`config.mk`:
```
export PLATFORM = sky130hd
export DESIGN_NAME = node_injector
export DESIGN_NICKNAME = d
export VERILOG_FILES = /design/src/rtl/node_injector_pkg.sv /design/src/rtl/node_injector.sv
export SDC_FILE = /design/constraint.sdc
export NUM_CORES = 1
export LEC_CHECK = 0
export CORE_AREA = 3 3 140 142
export CTS_BUF_LIST = sky130_fd_sc_hd__clkbuf_16
export DETAILED_ROUTE_END_ITERATION = 8
export DIE_AREA = 0 0 143 145
export PLACE_DENSITY = 0.86
export SYNTH_ARGS = -nofsm -noshare
export SYNTH_HDL_FRONTEND = slang
export SYNTH_SLANG_ARGS = --single-unit
```
`constraint.sdc`:
```
create_clock -name clk -period 6.9 [get_ports clk]
set_clock_uncertainty 0.15 [all_clocks]
set_input_delay 1.38 -clock clk [delete_from_list [all_inputs] [get_ports clk]]
set_output_delay 1.38 -clock clk [all_outputs]
set_load 0.1 [all_outputs]
```
`src/rtl/node_injector_pkg.sv`:
```
// Packet format and mesh-size defaults shared by node_injector and its bench.
// Mesh/queue defaults may be overridden with X_NODES, Y_NODES, INPUT_QUEUE_DEPTH, CREATE_ANT_PERIOD.
`ifndef X_NODES
`define X_NODES 2
`endif
`ifndef Y_NODES
`define Y_NODES 2
`endif
`ifndef INPUT_QUEUE_DEPTH
`define INPUT_QUEUE_DEPTH 2
`endif
`ifndef CREATE_ANT_PERIOD
`define CREATE_ANT_PERIOD 10
`endif

package node_injector_pkg;

    localparam int unsigned X_NODES = `X_NODES;
    localparam int unsigned Y_NODES = `Y_NODES;
    localparam int unsigned XW      = (X_NODES > 1) ? $clog2(X_NODES) : 1;
    localparam int unsigned YW      = (Y_NODES > 1) ? $clog2(Y_NODES) : 1;
    localparam int unsigned MEMW    = 4;

    typedef struct packed {
        logic            ant;
        logic            backward;
        logic [XW-1:0]   x_source;
        logic [YW-1:0]   y_source;
        logic [XW-1:0]   x_dest;
        logic [YW-1:0]   y_dest;
        logic [XW-1:0]   x_memory;
        logic [YW-1:0]   y_memory;
        logic [MEMW-1:0] num_memories;
    } packet_t;

endpackage

```
`src/rtl/node_injector.sv`:
```
// Traffic source for one mesh node: LFSR-driven data packets through a FIFO, plus
// periodic ant packets when NODE_INJECTOR_ANT_EN is defined.
module node_injector
    import node_injector_pkg::*;
#(
    parameter int unsigned X_LOC       = 0,
    parameter int unsigned Y_LOC       = 0,
    parameter int unsigned PACKET_RATE = 2,
    parameter int unsigned QUEUE_DEPTH = `INPUT_QUEUE_DEPTH * 8,
    parameter int unsigned ANT_PERIOD  = `CREATE_ANT_PERIOD,
    parameter logic [15:0] LFSR_SEED   = 16'hACE1
) (
    input  logic        clk,
    input  logic        reset,
    input  logic        i_en,
    output packet_t     o_data,
    output logic        o_data_val,
    output logic [31:0] o_gen_count,
    output logic [31:0] o_inj_count,
    output logic [31:0] o_drop_count
);

    localparam int unsigned   AW     = $clog2(QUEUE_DEPTH);
    localparam logic [7:0]    RATE   = 8'(PACKET_RATE);
    localparam logic [XW-1:0] X_SELF = XW'(X_LOC);
    localparam logic [YW-1:0] Y_SELF = YW'(Y_LOC);

    if (QUEUE_DEPTH < 2 || (QUEUE_DEPTH & (QUEUE_DEPTH - 1)) != 0) begin : g_bad_depth
        $error("node_injector: QUEUE_DEPTH must be a power of two of at least 2");
    end
    if (ANT_PERIOD < 2) begin : g_bad_ant_period
        $error("node_injector: ANT_PERIOD must be at least 2");
    end
    if (PACKET_RATE > 100) begin : g_bad_rate
        $error("node_injector: PACKET_RATE must be 0..100");
    end
    if (LFSR_SEED == 16'h0000) begin : g_bad_seed
        $error("node_injector: LFSR_SEED must be nonzero");
    end

    logic [15:0] lfsr_q, lfsr_d;
    logic [AW:0] wptr_q, wptr_d, rptr_q, rptr_d;
    packet_t     mem_q [QUEUE_DEPTH];
    packet_t     mem_d [QUEUE_DEPTH];
    packet_t     hold_q, hold_d;
    logic [31:0] gen_cnt_q, gen_cnt_d;
    logic [31:0] inj_cnt_q, inj_cnt_d;
    logic [31:0] drop_cnt_q, drop_cnt_d;

`ifdef NODE_INJECTOR_ANT_EN
    localparam int unsigned CW = $clog2(ANT_PERIOD);
    logic [CW-1:0] ant_cnt_q, ant_cnt_d;
    logic          ant_pending_q, ant_pending_d;
    packet_t       ant_pkt_q, ant_pkt_d;
`endif

    logic [7:0] rand_mod;
    logic [8:0] rate_diff;
    logic       gen_evt;
    logic       self_dest;
    logic       fifo_empty;
    logic       fifo_full;
    logic       push;
    logic       pop;
    logic       xfer;
    logic       ant_sel;
    packet_t    base_pkt;
    packet_t    new_pkt;
    packet_t    sel_pkt;

    always_comb begin
        lfsr_d    = {lfsr_q[14:0], lfsr_q[15] ^ lfsr_q[13] ^ lfsr_q[12] ^ lfsr_q[10]};
        // Borrow out of (mod - rate) means mod < rate; avoids a constant compare at rate 0.
        rand_mod  = 8'(lfsr_q % 16'd100);
        rate_diff = {1'b0, rand_mod} - {1'b0, RATE};
        gen_evt   = rate_diff[8];

        base_pkt          = '0;
        base_pkt.x_source = X_SELF;
        base_pkt.y_source = Y_SELF;
        new_pkt           = base_pkt;
        new_pkt.x_dest    = XW'(lfsr_q[7:0] % 8'(X_NODES));
        new_pkt.y_dest    = YW'(lfsr_q[15:8] % 8'(Y_NODES));
        self_dest         = (new_pkt.x_dest == X_SELF) && (new_pkt.y_dest == Y_SELF);

        fifo_empty = (wptr_q == rptr_q);
        fifo_full  = (wptr_q[AW] != rptr_q[AW]) && (wptr_q[AW-1:0] == rptr_q[AW-1:0]);
        // Fullness is judged before this cycle's pop, so a same-cycle pop never rescues a push.
        push       = gen_evt && !self_dest && !fifo_full;

        ant_sel = 1'b0;
        sel_pkt = mem_q[rptr_q[AW-1:0]];
`ifdef NODE_INJECTOR_ANT_EN
        ant_sel = ant_pending_q;
        if (ant_pending_q) begin
            sel_pkt = ant_pkt_q;
        end
`endif
        xfer = !reset && i_en && (ant_sel || !fifo_empty);
        pop  = xfer && !ant_sel;

        wptr_d = push ? wptr_q + (AW+1)'(1) : wptr_q;
        rptr_d = pop  ? rptr_q + (AW+1)'(1) : rptr_q;
        mem_d  = mem_q;
        if (push) begin
            mem_d[wptr_q[AW-1:0]] = new_pkt;
        end

        hold_d     = xfer ? sel_pkt : hold_q;
        o_data     = xfer ? sel_pkt : hold_q;
        o_data_val = xfer;

        gen_cnt_d  = push ? gen_cnt_q + 32'd1 : gen_cnt_q;
        inj_cnt_d  = xfer ? inj_cnt_q + 32'd1 : inj_cnt_q;
        drop_cnt_d = (gen_evt && !self_dest && fifo_full) ? drop_cnt_q + 32'd1 : drop_cnt_q;

`ifdef NODE_INJECTOR_ANT_EN
        ant_cnt_d     = (ant_cnt_q == CW'(ANT_PERIOD - 1)) ? '0 : ant_cnt_q + CW'(1);
        ant_pending_d = ant_pending_q;
        ant_pkt_d     = ant_pkt_q;
        // A period boundary that lands while an ant is still waiting is ignored.
        if (xfer && ant_pending_q) begin
            ant_pending_d = 1'b0;
        end else if (ant_cnt_q == '0 && !ant_pending_q && !self_dest) begin
            ant_pending_d = 1'b1;
            ant_pkt_d     = new_pkt;
            ant_pkt_d.ant = 1'b1;
        end
`endif
    end

    always_ff @(posedge clk) begin
        if (reset) begin
            lfsr_q     <= LFSR_SEED;
            wptr_q     <= '0;
            rptr_q     <= '0;
            hold_q     <= base_pkt;
            gen_cnt_q  <= '0;
            inj_cnt_q  <= '0;
            drop_cnt_q <= '0;
`ifdef NODE_INJECTOR_ANT_EN
            ant_cnt_q     <= '0;
            ant_pending_q <= 1'b0;
            ant_pkt_q     <= base_pkt;
`endif
        end else begin
            lfsr_q     <= lfsr_d;
            wptr_q     <= wptr_d;
            rptr_q     <= rptr_d;
            hold_q     <= hold_d;
            gen_cnt_q  <= gen_cnt_d;
            inj_cnt_q  <= inj_cnt_d;
            drop_cnt_q <= drop_cnt_d;
`ifdef NODE_INJECTOR_ANT_EN
            ant_cnt_q     <= ant_cnt_d;
            ant_pending_q <= ant_pending_d;
            ant_pkt_q     <= ant_pkt_d;
`endif
        end
    end

    // Storage needs no reset; occupancy is defined by the pointers alone.
    always_ff @(posedge clk) begin
        mem_q <= mem_d;
    end

    assign o_gen_count  = gen_cnt_q;
    assign o_inj_count  = inj_cnt_q;
    assign o_drop_count = drop_cnt_q;

endmodule

```
# --- Word level (Yosys, flattened, before mapping) ---
# Index checks and enable logic that the tools add are counted.
# Widths: inputs -> output; s select.
totals:
  ff_bits: 326
  input_bits: 3
  out_inout_bits: 109
  word_cells: 198
op_classes:
  addsub: 6
  div: 1
  order_cmp: 3
  eq_ne: 3
  muxes: 7
  n_bitwise: 7
  n_reduce_logical: 12
ops:
  columns: ["cell", "count"]
  rows:
  - ["$bwmux 192", 1]
  - ["$add 32x1->32 const B", 3]
  - ["$bmux 12 s4", 1]
  - ["$demux 12 s4", 1]
  - ["$mux 12", 4]
  - ["$mod 16x7->16 const B", 1]
  - ["$add 5x1->5 const B", 2]
  - ["$ge 5x5->1 const B", 2]
  - ["$not 4->5", 2]
  - ["$sub 8x2->9 const B", 1]
  - ["$logic_and 1x1->1", 8]
  - ["$eq 5x5->1", 1]
  - ["$lt 5x1->1 const B", 1]
  - ["$eq 4x4->1", 1]
  - ["$logic_not 1->1", 4]
  - ["$xor 1x1->1", 3]
  - ["$not 1->1", 2]
  - ["$ne 1x1->1", 1]

# --- Longest topological paths before layout ---
# Gate-level depths: netlist of the first run.
depth:
  word_depth: 6
  depth_mapped: 27
  mapped_depth_nobuf: 22

# --- Worst setup path after synthesis of the first run ---
# Ideal clock, no wire load.
synth_path:
  path_type: "reg2reg"
  start: "reg lfsr_q[15]"
  end: "reg mem_q[126] (netlist bit) (enable)"
  setup_ns: 0.355
  arrival_time_ns: 6.130
  t_required_ns: 6.395
  setup_slack_ns: 0.265
  path_stages_with_launch: 25
  path_buffers: 3
  period_less_slack_ns: 6.635
  path_cell_list: "dfxtp_1 -> buf_2 -> nand3b_1 -> and3_1 -> o22a_1 -> o31ai_1 -> mux2_2 -> a22o_1 -> or3_4 -> and3_1 -> o32a_1 -> and3_1 -> and4b_4 -> or3_4 -> o21a_2 -> mux2i_4 -> o31ai_4 -> a21oi_1 -> xor2_1 -> xnor2_2 -> and4b_2 -> o211ai_4 -> buf_2 -> buf_2 -> nor4b_1"
synth_via:
  elab_chain_len: 4
synth_lines:
  columns: ["element", "line", "rtl"]
  rows:
  - ["start: declaration", "node_injector.sv:41", "logic [15:0] lfsr_q, lfsr_d;"]
  - ["start signal: assignment", "node_injector.sv:147", "lfsr_q <= lfsr_d;"]
  - ["$mod 16x7->16", "node_injector.sv:74", "rand_mod = 8'(lfsr_q % 16'd100);"]
  - ["$sub 8x2->9", "node_injector.sv:75", "rate_diff = {1'b0, rand_mod} - {1'b0, RATE};"]
  - ["$logic_and 1x1->1 (2 in a row)", "node_injector.sv:89", "push = gen_evt && !self_dest && !fifo_full;"]
  - ["end signal: assignment", "node_injector.sv:164", "mem_q <= mem_d;"]
  - ["end: declaration", "node_injector.sv:43", "packet_t mem_q [QUEUE_DEPTH];"]
# No other way between the ends.
# A chain may end at the register's enable or synchronous reset.

# --- Worst setup path after layout of the first run ---
layout_path:
  start: "reg lfsr_q[11]"
  end: "reg drop_cnt_q[27] (netlist: o_drop_count[27])"
layout_via:
  elab_chain_len: 4
layout_lines:
  columns: ["element", "line", "rtl"]
  rows:
  - ["$mod 16x7->16", "node_injector.sv:74", null]
  - ["$sub 8x2->9", "node_injector.sv:75", null]
  - ["$logic_and 1x1->1 (2 in a row)", "node_injector.sv:115", "drop_cnt_d = (gen_evt && !self_dest && fifo_full) ? drop_cnt_q + 32'd1 : drop_cnt_q;"]
  - ["end signal: assignment", "node_injector.sv:153", "drop_cnt_q <= drop_cnt_d;"]
  - ["end: declaration", "node_injector.sv:48", "logic [31:0] drop_cnt_q, drop_cnt_d;"]
# No other way between the ends.

==> impl_metrics.tcl, run 1 <==
set metrics [dict create \
    min_path_cells 1 \
    wl_um 25220 \
    cts_buffers 17 \
    drt_first_pass_iters 5 \
    viasPerCell 6.011 \
    synth_edf_count 32 \
    ys_seq_area_frac 0.3889 \
    synth_most_common_cell "dfxtp_1" \
    die_x_um 143 \
    grt_pass1_wl_um 38740 \
    drv_slew 0 \
    hold_violations 0 \
    area_delta_synth_final_pct 32.59 \
    hold_path_end "lfsr_q[2]" \
    antenna_cells 0 \
    cts.sinks 166 \
    whs_ps 332.8 \
    path_class "flip-flop to flip-flop" \
    die_area_um2 20740 \
    port_buffers 111 \
    overflow 0 \
    layout_min_cycle_time_ps 6837 \
    avgRoutedWirePerCell_um 17.00 \
    maxCapViolCount 0 \
    r2r_end "o_drop_count[27]" \
    synth_top_area_cell "dfxtp_1" \
    layout-drive-gt1-share 0.2280 \
    initial_core_util 0.5042 \
    ioPinCount 112 \
    r2r_start "lfsr_q[11]" \
    setup_tns_ps 0 \
    place.gp.congestion 0.8661 \
    leakage_uw 0.004412 \
    grt_antenna_before_repair 0 \
    grt_max_degree 111 \
    nNetsFinal 1248 \
    yosysWarnings 0 \
    fin_crit_sh 0.9909 \
    drc 0 \
    synth.cell_area_um2 9369 \
    synth_area_leaders "dfxtp_1 (29%), edfxtp_1 (10%), nor2_1 (4.2%), a21oi_1 (3.7%), xor2_1 (3.3%)" \
    tightest_slew_ps 1072 \
    clk_pin_slew_worst_paths_ps 60 \
    syn_inst 1067 \
    cts_tree "done" \
    synth_fp_nets 1078 \
    outcome "finished clean" \
    worstPathArrival_ps 7010 \
    grt_pass1_vias 8243 \
    clock_path_buffers 2 \
    r2r_setup_slack_ps 60 \
    min-delay-start "lfsr_q[1]" \
    power_density_nw_per_um2 308.3 \
    rsz0062_at_grt "true" \
    synth_top_area_share 0.2863 \
    synthFlopType "dfxtp_1" \
    endpoint_kind "flip-flop" \
    worstSkewPairLatency_ps 440 \
    synth_seq_cells 166 \
    crit_required_ps 7070 \
    hp-class "flip-flop to flip-flop" \
    filler_cell_count 1345 \
    cp-start-kind "flip-flop" \
    setup_viol_count_final 0 \
    max-vdd-ir-drop_v 0.0003227 \
    max_freq_ghz 0.1463 \
    dpl.hpwl_um 16350 \
    syn_area_per_cell_um2 8.781 \
    dr_total_vias 8920 \
    synthDistinctLibCells 102 \
    netlist_top_cells_count "dfxtp_1 (134), nor2_1 (104), nand2_1 (78)" \
    r2r_cells 25 \
    relSlewSlack 0.2855 \
    rows 50 \
    critPathMaxFanout 13 \
    core-area_um2 18580 \
    dr.first_iter.drc_count 641 \
    ant_nets 0 \
    track_usage 0.2217 \
    cts-root-buf "clkbuf_16" \
    die_height_um 145 \
    h-tree-depth 4 \
    synth-async-reset-ratio 0 \
]
[kinds of logic (layout without fill, tap and decap cells)]
kind of cell / after synthesis / count (layout) / synth area share
multiplexers: 35 / 35 / 0.05516
buffers and inverters: 92 / 275 / 0.04006
adder cells (fa/ha/maj): 9 / 9 / 0.01175
AND/OR/NAND/NOR: 478 / 478 / 0.2787
AO/OA/AOI/OAI: 234 / 234 / 0.1735
XOR/XNOR: 53 / 53 / 0.05195
flip-flops: 166 / 166 / 0.3889
[state kept, by name, indices dropped and copies added (netlist names)]
register and flops:
o_inj_count 32, wptr_q 5, o_drop_count 32, hold_q 12, o_gen_count 32, mem_q 32, lfsr_q 16, rptr_q 5
[area by class of cell]
cell class	instances	area, um2	area share
Sequential cell	166	3661	0.2947
Tap cell	234	292.8	0.02357
Clock inverter	13	118.9	0.009569
Clock buffer	19	475.5	0.03828
Timing Repair Buffer	212	1968	0.1584
Inverter	31	116.4	0.009367
Multi-Input combinational cell	809	5789	0.4661
[routing by layer]
layer / part of all wire / vias to the layer above / GRT usage
met5: 0 / - / 0
met2: 0.51 / 276 / 0.3849
met4: 0.028 / 0 / 0.07652
li1: - / 4257 / -
met3: 0.051 / 66 / 0.03461
met1: 0.41 / 4321 / 0.2778
[worst max path at each step]
stage / cells after the start / startpoint / endpoint
floorplan: 24 / lfsr_q[15] / mem_q[126]
global placement: 26 / lfsr_q[14] / o_drop_count[28]
detailed placement: 25 / lfsr_q[14] / o_drop_count[28]
CTS: 25 / lfsr_q[14] / o_drop_count[28]
global route: 26 / lfsr_q[14] / o_drop_count[27]
finish: 25 / lfsr_q[11] / o_drop_count[27]
[worst max-delay path: stages (launching register included)]
cell and delay [ps]:
dfxtp_2 340, buf_6 140, or3_4 380, a32o_2 290, or4b_4 490, o211a_2 170, and3_4 160, or3_4 390
and3_1 180, o32a_1 380, and3_4 170, and4b_4 200, or3_4 420, o21a_4 240, mux2i_4 210, o31ai_4 380
buf_4 180, xnor2_1 60, nor3_2 210, nand2_1 100, buf_4 150, nor3_4 300, o211ai_4 180, clkbuf_16 220
nor3_1 270, mux2_2 370
[cells in the final DEF, fill, tap and decap left out, drive strengths merged, types with 23 or more instances in the layout]
cell type	netlist	routed
a21oi	71	71
and3	26	26
buf	24	103
clkdlybuf4s50	0	107
dfxtp	134	134
edfxtp	32	32
inv	30	36
nand2	78	78
nand3	50	50
nor2	104	104
nor2b	40	40
nor3	30	30
o21ai	47	47
o31ai	24	24
or3	23	23
or4	27	27
xor2	36	36
[per-stage QoR]
step / utilization / setup WS [ps] / std cells / total power [uW] / area [um2]
2_1_floorplan: - / 264.8 / 1067 / 2148 / 9369
3_3_place_gp: 0.6024 / 17.17 / 1436 / 2660 / 11190
3_5_place_dp: 0.6024 / -208.9 / 1436 / 2701 / 11190
4_1_cts: 0.6362 / 3.586 / 1469 / 3669 / 11820
5_1_grt: 0.6686 / -219.8 / 1484 / 4015 / 12420
6_report: 0.6686 / 63.06 / 1484 / 3830 / 12420
[repair_timing]
action                     in CTS  in global routing
setup buffers                   1                 13
gates cloned                    0                  2
hold buffers                    0                  0
gates resized for setup         9                 95
setup endpoints to repair      95                101
pin swaps                       2                 16
[where the power goes]
part | internal (uW) | switching, uW | total [uW]
clock network | 544 | 413 | 957
registers | 1010 | 52.6 | 1070
logic | 829 | 977 | 1810
Note: power is estimated with default switching activity, not from simulation.
==> run 2: changes to the inputs <==
--- a/config.mk
+++ b/config.mk
@@ -9,6 +9,7 @@
 export CTS_BUF_LIST = sky130_fd_sc_hd__clkbuf_16
 export DETAILED_ROUTE_END_ITERATION = 8
 export DIE_AREA = 0 0 143 145
+export GPL_TIMING_DRIVEN = 0
 export PLACE_DENSITY = 0.86
 export SYNTH_ARGS = -nofsm -noshare
 export SYNTH_HDL_FRONTEND = slang
==> run 2 against run 1 <==
Against the previous run:
- the run now ends with setup timing left
- wire length increased by 20%
- sequential share of layout area decreased by 0.61 points
- sequential power about the same
- clock-buffer cell count decreased by 2
- utilization increased by 1.2 points
- clock power decreased by 2.8%
==> impl_metrics.tcl, run 2 (synthesized netlist as in run 1, its figures left out) <==
set metrics [dict create \
    cts_tree "done" \
    dpl-instance-area_um2 10760 \
    track_usage 0.2496 \
    cp_common_cell "buf_4" \
    cts.sinks 166 \
    clk_pin_slew_worst_paths_ps 70 \
    power_uw 3984 \
    whs_ps 337.9 \
    cts_buffers 17 \
    area_delta_synth_final_pct 34.96 \
    die_height_um 145 \
    cts-root-buf "clkbuf_16" \
    min_path_cells 2 \
    nNetsFinal 1247 \
    critPathMaxFanout 10 \
    wl_um 30310 \
    dpl.hpwl_um 18040 \
    max_freq_ghz 0.1439 \
    crit_required_ps 7080 \
    drv_slew 0 \
    maxCapViolCount 0 \
    tightest_slew_ps 1030 \
    max-vdd-ir-drop_v 0.0002327 \
    power_density_nw_per_um2 315.0 \
    grt_pass1_vias 8706 \
    avgRoutedWirePerCell_um 20.44 \
    drc 0 \
    ant_nets 0 \
    dr.first_iter.drc_count 824 \
    layout-drive-gt1-share 0.2314 \
    port_buffers 110 \
    clock_path_buffers 2 \
    postLayoutCellArea_um2 12640 \
    cp-start-kind "flip-flop" \
    r2r_cells 26 \
    relSlewSlack 0.3111 \
    setup_tns_ps -419.3 \
    outcome "finished, violations left" \
    drt_first_pass_iters 6 \
    place.gp.congestion 0.9094 \
    grt_antenna_before_repair 0 \
    rsz0062_at_grt "true" \
    die_x_um 143 \
    ioPinCount 112 \
    endpoint_kind "flip-flop" \
    grt_pass1_wl_um 43030 \
    final_cells 1483 \
    leakage_uw 0.004230 \
    layout_setup_ws_ps -48.41 \
    dr_total_vias 9577 \
    final_cell_mix "dfxtp_1 (131), clkdlybuf4s50_1 (110), nor2_1 (102)" \
    viasPerCell 6.458 \
    initial_core_util 0.5042 \
    violations "setup timing" \
    setup_viol_count_final 20 \
    final_common_cell "dfxtp_1" \
    worstPathArrival_ps 7130 \
    cpPeakStageDelay_ps 430 \
    core-area_um2 18580 \
    hold_violations 0 \
    worstSkewPairLatency_ps 450 \
    cts.hold.buffers_added 0 \
    post-place-cells 1411 \
    rows 50 \
    grt_max_degree 19 \
    die_area_um2 20740 \
    path_class "flip-flop to flip-flop" \
    h-tree-depth 4 \
    overflow 0 \
    fin_crit_sh 1.007 \
    filler_cell_count 1257 \
    antenna_cells 0 \
    layout_min_cycle_time_ps 6948 \
    critPathSlowestCell "mux2_2" \
    hp-class "flip-flop to flip-flop" \
]
==> run 2: what timing repair did <==
item	in CTS	in global routing
buffers inserted	7	33
endpoints found under the setup margin	101	101
resized for setup	61	150
gates cloned	0	1
pin swaps	11	35
==> run 2: critical path, delay by kind of cell, from the launching register on <==
| family | cells | cell delay [ps] |
|---|---|---|
| multiplexers | 3 | 1180 |
| AND/OR/NAND/NOR | 7 | 1650 |
| flip-flops | 1 | 330 |
| XOR/XNOR | 1 | 270 |
| buffers and inverters | 4 | 740 |
| AO/OA/AOI/OAI | 11 | 2530 |
==> run 2: per-layer routing <==
layer,routed length [um],vias to the layer above,track usage
li1,-,4270,-
met1,11390,4596,0.3133
met2,15300,549,0.4236
met3,2057,162,0.04120
met4,1559,0,0.1012
met5,0,-,0
==> run 2: metrics by stage <==
| step | setup slack (ps) | util |
|---|---|---|
| final | -48.41 | 0.6805 |
| after global placement | -565.7 | 0.5793 |
| after global routing | -335.5 | 0.6805 |
| after floorplan | 264.8 | - |
| after CTS | 34.20 | 0.6278 |
| after detailed placement | -572.8 | 0.5793 |
==> run 2: worst paths after layout <==
kind,startpoint,end,slack [ps]
setup / recovery,lfsr_q[15],o_drop_count[30],-50
hold reg to reg,o_gen_count[31],o_gen_count[31],340
setup reg to reg,lfsr_q[15],o_drop_count[30],-50
hold / removal,o_gen_count[31],o_gen_count[31],340
==> run 2: layout make-up <==
cell class	count	area [um2]	share of cell area
Buffer	60	322.8	0.02553
Timing Repair Buffer	150	1418	0.1121
Sequential cell	166	3650	0.2886
Clock inverter	15	135.1	0.01069
Inverter	31	116.4	0.009203
Multi-Input combinational cell	810	6285	0.4970
Tap cell	234	292.8	0.02315
Clock buffer	17	425.4	0.03364
==> run 2: where the power goes <==
group          internal [uW]  switching, uW  leakage (uW)
combinational            791           1210       0.00259
sequential              1010           35.7       0.00137
clock                    476            454      0.000273
